===== config.mk =====
export PLATFORM = sky130hd
export DESIGN_NAME = router_input_arbiter
export DESIGN_NICKNAME = d
export VERILOG_FILES = /design/src/rtl/router_input_arbiter.sv
export SDC_FILE = /design/constraint.sdc
export NUM_CORES = 1
export LEC_CHECK = 0
export CAP_MARGIN = 0
export CORE_ASPECT_RATIO = 1.4
export CORE_MARGIN = 3
export CORE_UTILIZATION = 49
export CTS_CLUSTER_SIZE = 10
export DETAILED_ROUTE_END_ITERATION = 10
export PLACE_DENSITY = 0.92
export SYNTH_ARGS = -nofsm -noshare
export SYNTH_HDL_FRONTEND = slang
export SYNTH_SLANG_ARGS = --single-unit

===== constraint.sdc =====
create_clock -name clk -period 4 [get_ports clk]
set_input_delay 1.2 -clock clk [delete_from_list [all_inputs] [get_ports clk]]
set_output_delay 1.2 -clock clk [all_outputs]
set_load 0.02 [all_outputs]

===== src/rtl/router_input_arbiter.sv =====
// Round-robin arbiter that lets NUM_SRC packet sources share one router input.
// A granted source streams bytes through a one-cycle register stage to the
// router. Every packet is followed by a fixed idle gap and a wait for the
// router to finish with it. Packet outcomes (complete, underrun, oversize)
// are tallied in saturating 16-bit counters.
module router_input_arbiter #(
  parameter int NUM_SRC    = 4,
  parameter int GAP_CYCLES = 2,
  parameter int MAX_PKT    = 2000
) (
  input  logic                 clk,
  input  logic                 reset,
  input  logic [NUM_SRC-1:0]   src_req,
  input  logic [NUM_SRC-1:0]   src_valid,
  input  logic [8*NUM_SRC-1:0] src_data,
  input  logic [NUM_SRC-1:0]   src_last,
  output logic [NUM_SRC-1:0]   src_gnt,
  output logic [NUM_SRC-1:0]   src_ready,
  output logic [7:0]           rtr_inp,
  output logic                 rtr_inp_valid,
  input  logic                 rtr_busy,
  output logic [15:0]          pkt_count,
  output logic [15:0]          underrun_count,
  output logic [15:0]          oversize_count
);

  localparam int PTR_W    = (NUM_SRC > 1) ? $clog2(NUM_SRC) : 1;
  localparam int CNT_W    = $clog2(MAX_PKT + 1);
  localparam int GAP_LAST = (GAP_CYCLES > 0) ? GAP_CYCLES - 1 : 0;
  localparam int GAP_W    = (GAP_LAST > 0) ? $clog2(GAP_LAST + 1) : 1;

  localparam logic [1:0] S_IDLE      = 2'd0;
  localparam logic [1:0] S_SEND      = 2'd1;
  localparam logic [1:0] S_GAP       = 2'd2;
  localparam logic [1:0] S_WAIT_BUSY = 2'd3;
  // With no gap requested a finished packet goes straight to the busy wait.
  localparam logic [1:0] S_AFTER_PKT = (GAP_CYCLES > 0) ? S_GAP : S_WAIT_BUSY;

  logic [1:0]         state_q,     state_d;
  logic [NUM_SRC-1:0] gnt_q,       gnt_d;
  logic [PTR_W-1:0]   gsel_q,      gsel_d;
  logic [PTR_W-1:0]   ptr_q,       ptr_d;
  logic [CNT_W-1:0]   byte_cnt_q,  byte_cnt_d;
  logic [GAP_W-1:0]   gap_cnt_q,   gap_cnt_d;
  logic [7:0]         rtr_inp_q,   rtr_inp_d;
  logic               rtr_valid_q, rtr_valid_d;
  logic [15:0]        pkt_q,       pkt_d;
  logic [15:0]        under_q,     under_d;
  logic [15:0]        over_q,      over_d;
  logic               armed_q;

  logic               win_found;
  logic [PTR_W-1:0]   win_idx;
  logic [PTR_W-1:0]   win_next;
  logic [NUM_SRC-1:0] win_onehot;
  logic [PTR_W-1:0]   cand_idx;
  int                 cand;
  logic               sel_valid;
  logic               sel_last;
  logic [7:0]         sel_data;

  function automatic logic [15:0] sat_inc(input logic [15:0] v);
    return (v == 16'hFFFF) ? v : v + 16'd1;
  endfunction

  // Round-robin search: first requester at or after ptr, wrapping to 0.
  always_comb begin
    // NOTE: every variable assigned here gets a default first, so no path
    // leaves it unassigned and no latch is inferred.
    win_found  = 1'b0;
    win_idx    = '0;
    cand       = 0;
    cand_idx   = '0;
    win_onehot = '0;
    for (int k = 0; k < NUM_SRC; k++) begin
      cand     = (int'(ptr_q) + k) % NUM_SRC;
      cand_idx = PTR_W'(cand);
      if (!win_found && src_req[cand_idx]) begin
        win_found = 1'b1;
        win_idx   = cand_idx;
      end
    end
    for (int i = 0; i < NUM_SRC; i++) begin
      win_onehot[i] = (win_idx == PTR_W'(i));
    end
    win_next = (win_idx == PTR_W'(NUM_SRC - 1)) ? '0 : win_idx + 1'b1;
  end

  // Byte-lane multiplexer for the currently granted source.
  always_comb begin
    sel_valid = 1'b0;
    sel_last  = 1'b0;
    sel_data  = 8'h00;
    for (int i = 0; i < NUM_SRC; i++) begin
      if (gsel_q == PTR_W'(i)) begin
        sel_valid = src_valid[i];
        sel_last  = src_last[i];
        sel_data  = src_data[8*i +: 8];
      end
    end
  end

  // Next-state logic: grant, forward, gap, then wait for the router.
  always_comb begin
    state_d     = state_q;
    gnt_d       = gnt_q;
    gsel_d      = gsel_q;
    ptr_d       = ptr_q;
    byte_cnt_d  = byte_cnt_q;
    gap_cnt_d   = gap_cnt_q;
    pkt_d       = pkt_q;
    under_d     = under_q;
    over_d      = over_q;
    // The router byte is zero unless a byte is actually forwarded this cycle.
    rtr_valid_d = 1'b0;
    rtr_inp_d   = 8'h00;

    case (state_q)
      S_IDLE: begin
        if (armed_q && !rtr_busy && win_found) begin
          gnt_d      = win_onehot;
          gsel_d     = win_idx;
          ptr_d      = win_next;
          byte_cnt_d = '0;
          state_d    = S_SEND;
        end
      end
      S_SEND: begin
        gap_cnt_d = '0;
        if (sel_valid) begin
          rtr_valid_d = 1'b1;
          rtr_inp_d   = sel_data;
          byte_cnt_d  = byte_cnt_q + 1'b1;
          if (sel_last) begin
            pkt_d   = sat_inc(pkt_q);
            state_d = S_AFTER_PKT;
          end else if (byte_cnt_q == CNT_W'(MAX_PKT - 1)) begin
            over_d  = sat_inc(over_q);
            state_d = S_AFTER_PKT;
          end
        end else begin
          // Source stalled mid-packet: the router sees a short packet.
          under_d = sat_inc(under_q);
          state_d = S_AFTER_PKT;
        end
      end
      S_GAP: begin
        if (gap_cnt_q == GAP_W'(GAP_LAST)) begin
          state_d = S_WAIT_BUSY;
        end else begin
          gap_cnt_d = gap_cnt_q + 1'b1;
        end
      end
      S_WAIT_BUSY: begin
        if (!rtr_busy) begin
          gnt_d   = '0;
          state_d = S_IDLE;
        end
      end
      default: state_d = S_IDLE;
    endcase
  end

  // State registers; reset clears everything, including a packet in flight.
  always_ff @(posedge clk or posedge reset) begin
    // NOTE: the datapath register is reset too, because the router byte must
    // read zero whenever it is not valid, including straight out of reset.
    if (reset) begin
      state_q     <= S_IDLE;
      gnt_q       <= '0;
      gsel_q      <= '0;
      ptr_q       <= '0;
      byte_cnt_q  <= '0;
      gap_cnt_q   <= '0;
      rtr_inp_q   <= 8'h00;
      rtr_valid_q <= 1'b0;
      pkt_q       <= '0;
      under_q     <= '0;
      over_q      <= '0;
      armed_q     <= 1'b0;
    end else begin
      // NOTE: non-blocking assignments so every register samples the values
      // from before this edge, independent of statement order.
      state_q     <= state_d;
      gnt_q       <= gnt_d;
      gsel_q      <= gsel_d;
      ptr_q       <= ptr_d;
      byte_cnt_q  <= byte_cnt_d;
      gap_cnt_q   <= gap_cnt_d;
      rtr_inp_q   <= rtr_inp_d;
      rtr_valid_q <= rtr_valid_d;
      pkt_q       <= pkt_d;
      under_q     <= under_d;
      over_q      <= over_d;
      // Blocks granting on the first edge after reset release.
      armed_q     <= 1'b1;
    end
  end

  assign src_gnt        = gnt_q;
  assign src_ready      = gnt_q & {NUM_SRC{state_q == S_SEND}};
  assign rtr_inp        = rtr_inp_q;
  assign rtr_inp_valid  = rtr_valid_q;
  assign pkt_count      = pkt_q;
  assign underrun_count = under_q;
  assign oversize_count = over_q;

endmodule


After elaboration in Yosys (flattened, before gate mapping). Cells that the tools add are included.

Flip-flop bits (word level): 80. Bits of input ports: 47. Output and inout bits: 65. Word-level logic and storage cells: 119.

Add/subtract/negate cells: 9. Magnitude comparators: 4. Equal/unequal tests: 18. Mux-type cells: 48. Bitwise gates (word level): 6. Reduce and logical (&&, ||, !) cells: 22.

Operator list (number): $add A16 B1 Y16 const B (3); $eq A16 B16 Y1 const B (3); $mux W8 (6); $mux W11 (2); $mux W2 (11); $pmux W11 S2 (1); $mux W1 (19); $eq A2 B2 Y1 const B (6); $lt A2 B3 Y1 const B (4); $add A11 B1 Y11 const B (1); $eq A11 B11 Y1 const B (1); $reduce_and A3 Y1 (3); $bmux W1 S2 (4); $mux W4 (2); $ne A2 B2 Y1 const B (4); $pmux W2 S4 (1); $pmux W4 S2 (1); $reduce_and A4 Y1 (2); $eq A2 B1 Y1 const B (3); $logic_not A2 Y1 (3); $reduce_bool A2 Y1 (3); $logic_and A1 B1 Y1 (5); $not A1 Y1 (5); $reduce_and A5 Y1 (1); other kinds (8) (13).

Logic depth before layout (Yosys ltp). Gate-level depths: netlist of run 1.

Depth in word-level cells: 15. Gate-level depth with buffers: 8. Gate-level depth less buffers: 8.

Worst setup path after synthesis of run 1. Ideal clock, no wire load.

Path kind: reg-to-output. From: reg state_q[1]. To: out src_ready[0]. Arrival time: 1.513 ns. Data required time: 2.800 ns. Path slack: 1.287 ns. Stages on the path, launching flop included: 6. Buffers on the path: 2. Cell sequence: dfrtp_1 inv_1 ha_1 clkbuf_1 clkbuf_1 and2_1.

Word-level cells in the longest chain between the ends: 2.

RTL lines: start: declaration (line 39) `logic [1:0] state_q, state_d;`; start signal: assignment (line 184) `state_q <= state_d;`; $eq A2 B1 Y1 (line 201) `assign src_ready = gnt_q & {NUM_SRC{state_q == S_SEND}};`; $and A4 B4 Y4 (line 201); end: declaration (line 18) `output logic [NUM_SRC-1:0] src_ready,`.

Every way passes these cells.

Worst setup path in the final report of run 1.
From: reg state_q[1]. To: out src_ready[2].

The elaborated chain is that of the path after synthesis.

==> impl_metrics.py, run 1 <==
metrics = {
    "yosys": {
        "synth_top_area_cell": "dfrtp_1",
        "synth_top_family_by_area": "simple AND/OR/NAND/NOR gates",
        "syn_nets": 435,
        "yosys-top-cells-area": "dfrtp_1 (48%), xnor2_1 (7.7%), mux4_1 (4.4%)",
        "synth_edf_count": 0,
        "synthXorXnorAreaFrac_pct": 10.0,
        "async_flop_share_pct": 100,
        "synth_seq_area_share_pct": 47.9,
        "syn_inst": 375,
        "ys_types": 48,
        "syn_avg_cell_area_um2": 11.2,
        "netlist_area_um2": 4180,
        "ys_warn_count": 0,
        "synthFlopType": "dfrtp_1",
        "synth.top_cell.area_share_pct": 47.9,
        "synth-seq-cells": 80,
        "yosys-mux-area-fraction_pct": 8.68,
        "yosys.area_share.simple_pct": 19.1,
        "synth_compound_area_share_pct": 7.27,
        "synthAdderAreaFrac_pct": 3.89,
    },
    "clocking": {
        "clockBufferDepth": 2,
        "cts_hold_buf": 0,
        "cts_sinks": 80,
        "cts_setup_buffers": 0,
        "cts_resized": 0,
        "numCtsBuffers": 9,
        "cts_max_level": 3,
        "clkTransAtPathRegs_ns": 0.06,
        "tritoncts": "built",
        "clk_latency_ns": 0.32,
        "cts_root_buffer": "clkbuf_16",
    },
    "setup_path": {
        "cp-start-kind": "register",
        "arrival_ns": 2.05,
        "crit_path_end_kind": "output port",
        "path_class": "register to output port",
        "worstPathMaxFanout": 23,
        "critPathRequiredTime_ns": 2.80,
    },
    "pwr": {
        "swShare_pct": 34.2,
        "leakage_uw": 0.00245,
        "p_per_area_nw_per_um2": 511,
        "peakVddDrop_v": 0.000364,
        "intPower_uw": 1910,
        "p_comb_share_pct": 35.1,
        "seqPwrFrac_pct": 37.7,
        "p_switching_uw": 995,
        "pwr-share-clk_pct": 27.2,
    },
    "layout": {
        "nets": 551,
        "final_util_pct": 69.0,
        "area_growth_pct": 36.2,
        "drive_above_1_share_pct": 7.68,
        "antennaDiodeCount": 0,
    },
    "placed_design": {
        "numPortBuffers": 111,
        "pre_cts_slack_ns": 0.581,
        "hpwl_mm": 7.18,
        "gp_congestion": 0.820,
    },
    "sta": {
        "finalHoldViolations": 0,
        "slew_headroom_pct": 34.1,
        "post-route-period-util_pct": 81.2,
        "fin_ws_ns": 0.753,
        "maxSlewViolCount": 0,
        "setup_viol": 0,
        "setup_tns_ns": 0,
        "fmax_mhz": 308,
        "worst_clock_skew_ns": 0.00611,
        "fin_crit_ns": 3.25,
        "rsz0062_at_grt": "no",
        "worst_slew_pin_slew_ns": 0.980,
    },
    "grt": {
        "grt_overflow": 0,
        "grt_use_met2_pct": 36.1,
        "grt_max_degree": 81,
        "grt_pass1_vias": 3434,
        "grt_busiest_layer": "met2",
        "grt_pass1_wl_mm": 16.1,
        "use_met3_pct": 3.87,
        "grt_antenna_before_repair": 0,
        "grt_use_met1_pct": 24.9,
        "grt_util_all_layers_pct": 20.4,
    },
    "routing": {
        "drt-initial-drc-count": 147,
        "dr.pass1.iters": 5,
        "via_per_inst": 5.78,
        "route.vias.total": 3450,
        "wl_per_cell_um": 16.3,
        "drt-total-wl_mm": 9.73,
        "drtAntennaViolNets": 0,
        "drc": 0,
    },
    "die": {
        "core_um2": 8250,
        "start_util_pct": 50.7,
        "rows": 39,
        "die_area_um2": 9690,
        "ios": 112,
        "fp.dieH_um": 115,
        "die_w_um": 84.1,
    },
    "run": {
        "maxCapViolCount": 0,
    },
    "outcome": {
        "status": "completed",
    },
    "worst_hold_path": {
        "min_path_type": "register to register",
    },
}
metrics by stage:
stage | hold WS, ns | power, uW | std cells | area [um^2]
final | 0.495 | 2910 | 597 | 5690
after global routing | 0.517 | 3070 | 597 | 5690
after CTS | 0.500 | 2920 | 597 | 5690
after detailed placement | 0.490 | 2110 | 582 | 5400
after global placement | 0.481 | 2060 | 582 | 5400
after floorplan | 0.467 | 1740 | 375 | 4180
critical path, stage by stage, from the launching register on:
cell and delay (ns):
dfrtp_1 0.42, inv_1 0.13, ha_1 0.15, buf_4 0.25
and2_1 0.17, clkdlybuf4s50_1 0.61
per-layer routing:
metal / vias up / part of all wire, %
met5: - / 0
met2: 102 / 54
met4: 0 / 2.0
li1: 1594 / -
met1: 1736 / 40
met3: 18 / 3.8
cells in the final DEF (no fill, tap or decap), drive strengths merged, types with 10 or more instances in the layout:
master,synthesis,routed
nand3,26,26
xnor2,38,38
inv,22,21
dfrtp,80,80
clkdlybuf4s50,0,111
nand4,18,18
ha,13,13
mux4,10,10
and3,16,16
nor2,21,21
nand2,24,24
clkbuf,4,13
power groups by stage:
| stage | logic (uW) | clock network, uW | registers [uW] |
|---|---|---|---|
| after floorplan | 591 | 0 | 1150 |
| after global placement | 965 | 0 | 1090 |
| after detailed placement | 1010 | 0 | 1100 |
| after CTS | 1030 | 804 | 1090 |
| after global routing | 1110 | 840 | 1120 |
| final | 1020 | 792 | 1100 |
flip-flops by register name (all words and copies together) (netlist names):
register	cells
rtr_inp	8
armed_q	1
underrun_count	16
src_gnt	4
state_q	2
ptr_q	2
oversize_count	16
gap_cnt_q	1
pkt_count	16
gsel_q	2
rtr_inp_valid	1
byte_cnt_q	11
area by class of cell:
type,count,area [um^2]
clock buffers,13,280
inverters,22,83.8
flip-flops and latches,80,2000
multi-input cells,265,2050
fillers,598,2550
clock inverters,2,12.5
well taps,102,128
repair buffers,113,1140
synth_stat cells (2+ instances only):
library cell  number
dfrtp_1           80
xnor2_1           37
nand3_1           26
nand2_1           24
inv_1             22
nor2_1            21
nand4_1           17
and3_1            16
ha_1              13
a21oi_1            9
mux2_2             9
nor3_1             9
o21ai_0            9
xor2_1             9
mux4_1             7
nor4_1             7
a31oi_1            5
o41ai_1            5
and2_1             4
clkbuf_1           4
nor2b_1            4
and4_1             3
mux4_2             3
nand2b_1           3
a41oi_1            2
buf_2              2
buf_6              2
nand4b_1           2
o31ai_1            2
final timing paths:
path                                           to  depth (start not counted)  slack, ns              start
worst max-delay path                 src_ready[2]                          5       0.75         state_q[1]
worst min-delay path            underrun_count[9]                          1       0.50  underrun_count[9]
worst max register to register  oversize_count[7]                          6       1.28      byte_cnt_q[0]
worst min register to register  underrun_count[9]                          1       0.50  underrun_count[9]
max in group asynchronous              src_gnt[2]                          3       2.40              reset
min in group asynchronous           byte_cnt_q[5]                          3       1.30              reset
logic make-up after synthesis:
logic type,after synthesis
AND/OR/NAND/NOR,142
flip-flops,80
XOR/XNOR,47
AO/OA/AOI/OAI,42
buffers and inverters,30
multiplexers,20
adder cells (fa/ha/maj),13
other,1
(Power assumes the default switching activity.)
==> inputs of run 2 (changes only) <==
==> constraint.sdc (replaced) <==
create_clock -name clk -period 3.2 [get_ports clk]
set_input_delay 0.96 -clock clk [delete_from_list [all_inputs] [get_ports clk]]
set_output_delay 0.96 -clock clk [all_outputs]
set_load 0.02 [all_outputs]
==> impl_metrics.py, run 2 (synthesis gave the netlist of run 1 again) <==
metrics = {
    "layout": {
        "antennaDiodeCount": 0,
        "area_growth_pct": 37.7,
        "fin_area_um2": 5760,
        "drive_above_1_share_pct": 9.66,
        "layout_common_cells": "clkdlybuf4s50_1 (111), dfrtp_1 (80), xnor2_1 (37), nand3_1 (26), nand2_1 (24)",
        "final_common_cell": "clkdlybuf4s50_1",
        "nets": 562,
    },
    "setup_path": {
        "timing.rr.start": "byte_cnt_q[0]",
        "path_class": "register to output port",
        "cpMaxStageDelayCell": "clkdlybuf4s50_1",
        "crit_chain": "inv_1 > ha_1 > and2_1 > clkdlybuf4s50_1",
        "r2r_slack_ns": 0.65,
        "crit_path_end_kind": "output port",
        "arrival_ns": 1.90,
        "slowest_delay_ns": 0.61,
        "worstPathMaxFanout": 5,
        "critPathRequiredTime_ns": 2.24,
        "rr_worst_depth": 6,
        "r2r-end": "oversize_count[1]",
        "cp-start-kind": "register",
    },
    "die": {
        "die_area_um2": 9690,
        "die_w_um": 84.1,
        "rows": 39,
        "start_util_pct": 50.7,
        "fp.dieH_um": 115,
        "ios": 112,
        "core_um2": 8250,
    },
    "routing": {
        "via_per_inst": 5.82,
        "dr.pass1.iters": 5,
        "drt-total-wl_mm": 10.6,
        "drtAntennaViolNets": 0,
        "wl_per_cell_um": 17.4,
        "route.vias.total": 3546,
        "drc": 0,
        "drt-initial-drc-count": 149,
    },
    "grt": {
        "use_met3_pct": 4.37,
        "grt_util_all_layers_pct": 22.4,
        "grt_antenna_before_repair": 0,
        "grt_pass1_vias": 3675,
        "grt_use_met2_pct": 41.5,
        "grt_use_met1_pct": 25.1,
        "grt_pass1_wl_mm": 17.4,
        "grt_busiest_layer": "met2",
        "grt_overflow": 0,
        "grt_max_degree": 40,
    },
    "sta": {
        "fmax_mhz": 349,
        "setup_viol": 0,
        "setup_tns_ns": 0,
        "slew_headroom_pct": 54.7,
        "rsz0062_at_grt": "no",
        "worst_clock_skew_ns": 0.00535,
        "maxSlewViolCount": 0,
        "worst_slew_pin_slew_ns": 0.674,
        "fin_crit_ns": 2.86,
        "finalHoldViolations": 0,
        "post-route-period-util_pct": 89.5,
    },
    "placed_design": {
        "gp_congestion": 0.879,
        "hpwl_mm": 7.61,
        "dpl_cell_area_um2": 5470,
        "numPortBuffers": 111,
    },
    "pwr": {
        "leakage_uw": 0.00250,
        "power_uw": 3670,
        "p_per_area_nw_per_um2": 638,
        "peakVddDrop_v": 0.000466,
    },
    "clocking": {
        "clockBufferDepth": 2,
        "tritoncts": "built",
        "cts_resized": 0,
        "cts_setup_buffers": 0,
        "numCtsBuffers": 9,
        "cts_max_level": 3,
        "cts_sinks": 80,
        "cts_hold_buf": 0,
        "cts_root_buffer": "clkbuf_16",
        "clk_latency_ns": 0.33,
        "clkTransAtPathRegs_ns": 0.06,
    },
    "worst_hold_path": {
        "worstHoldStart": "underrun_count[7]",
        "min_path_type": "register to register",
        "min_to": "underrun_count[7]",
        "min_path_cells": 1,
    },
    "run": {
        "maxCapViolCount": 0,
    },
    "outcome": {
        "status": "completed",
    },
}
run 2: worst max-delay path, delay by kind of cell, from the launching register on:
kind,cells,cell delay [ns]
buf+inv,2,0.74
simple gates,1,0.16
flops,1,0.43
fa+ha+maj,1,0.25
run 2: layout make-up:
| type | instances | area (um^2) |
|---|---|---|
| clock buffer | 13 | 270 |
| clock inverter | 3 | 15.0 |
| tap | 102 | 128 |
| multi-input combinational | 265 | 2050 |
| fill | 606 | 2490 |
| inverter | 22 | 83.8 |
| sequential | 80 | 2000 |
| timing repair buffer | 124 | 1210 |
run 2: how the worst max path moves through the flow:
stage | start | endpoint | slack (ns) | depth (start not counted)
floorplan | reset | armed_q | 0.19 | 1
global placement | src_last[3] | oversize_count[1] | 0.30 | 6
detailed placement | src_req[0] | src_gnt[2] | 0.14 | 7
CTS | state_q[1] | src_ready[2] | 0.31 | 4
global route | state_q[1] | src_ready[2] | 0.25 | 4
finish | state_q[1] | src_ready[2] | 0.34 | 4
run 2: power by group:
| group | internal [uW] | total (uW) | switching [uW] |
|---|---|---|---|
| registers | 1170 | 1370 | 194 |
| clock network | 585 | 971 | 386 |
| logic | 647 | 1340 | 688 |
| total | 2400 | 3670 | 1270 |
run 2: stage by stage:
stage                     hold WS (ns)  util, %  worst slack (ns)  std cells
after CTS                        0.497     69.8             0.314        609
after floorplan                  0.467        -             0.188        375
after global routing             0.524     69.8             0.254        609
after detailed placement         0.489     66.3             0.140        593
final                            0.496     69.8             0.337        609
after global placement           0.481     66.3             0.298        593
run 2: per-layer routing:
metal / wire length (um) / vias to the layer above
met5: 0 / -
met4: 224 / 0
met3: 454 / 24
met2: 5890 / 132
met1: 4010 / 1780
li1: - / 1610
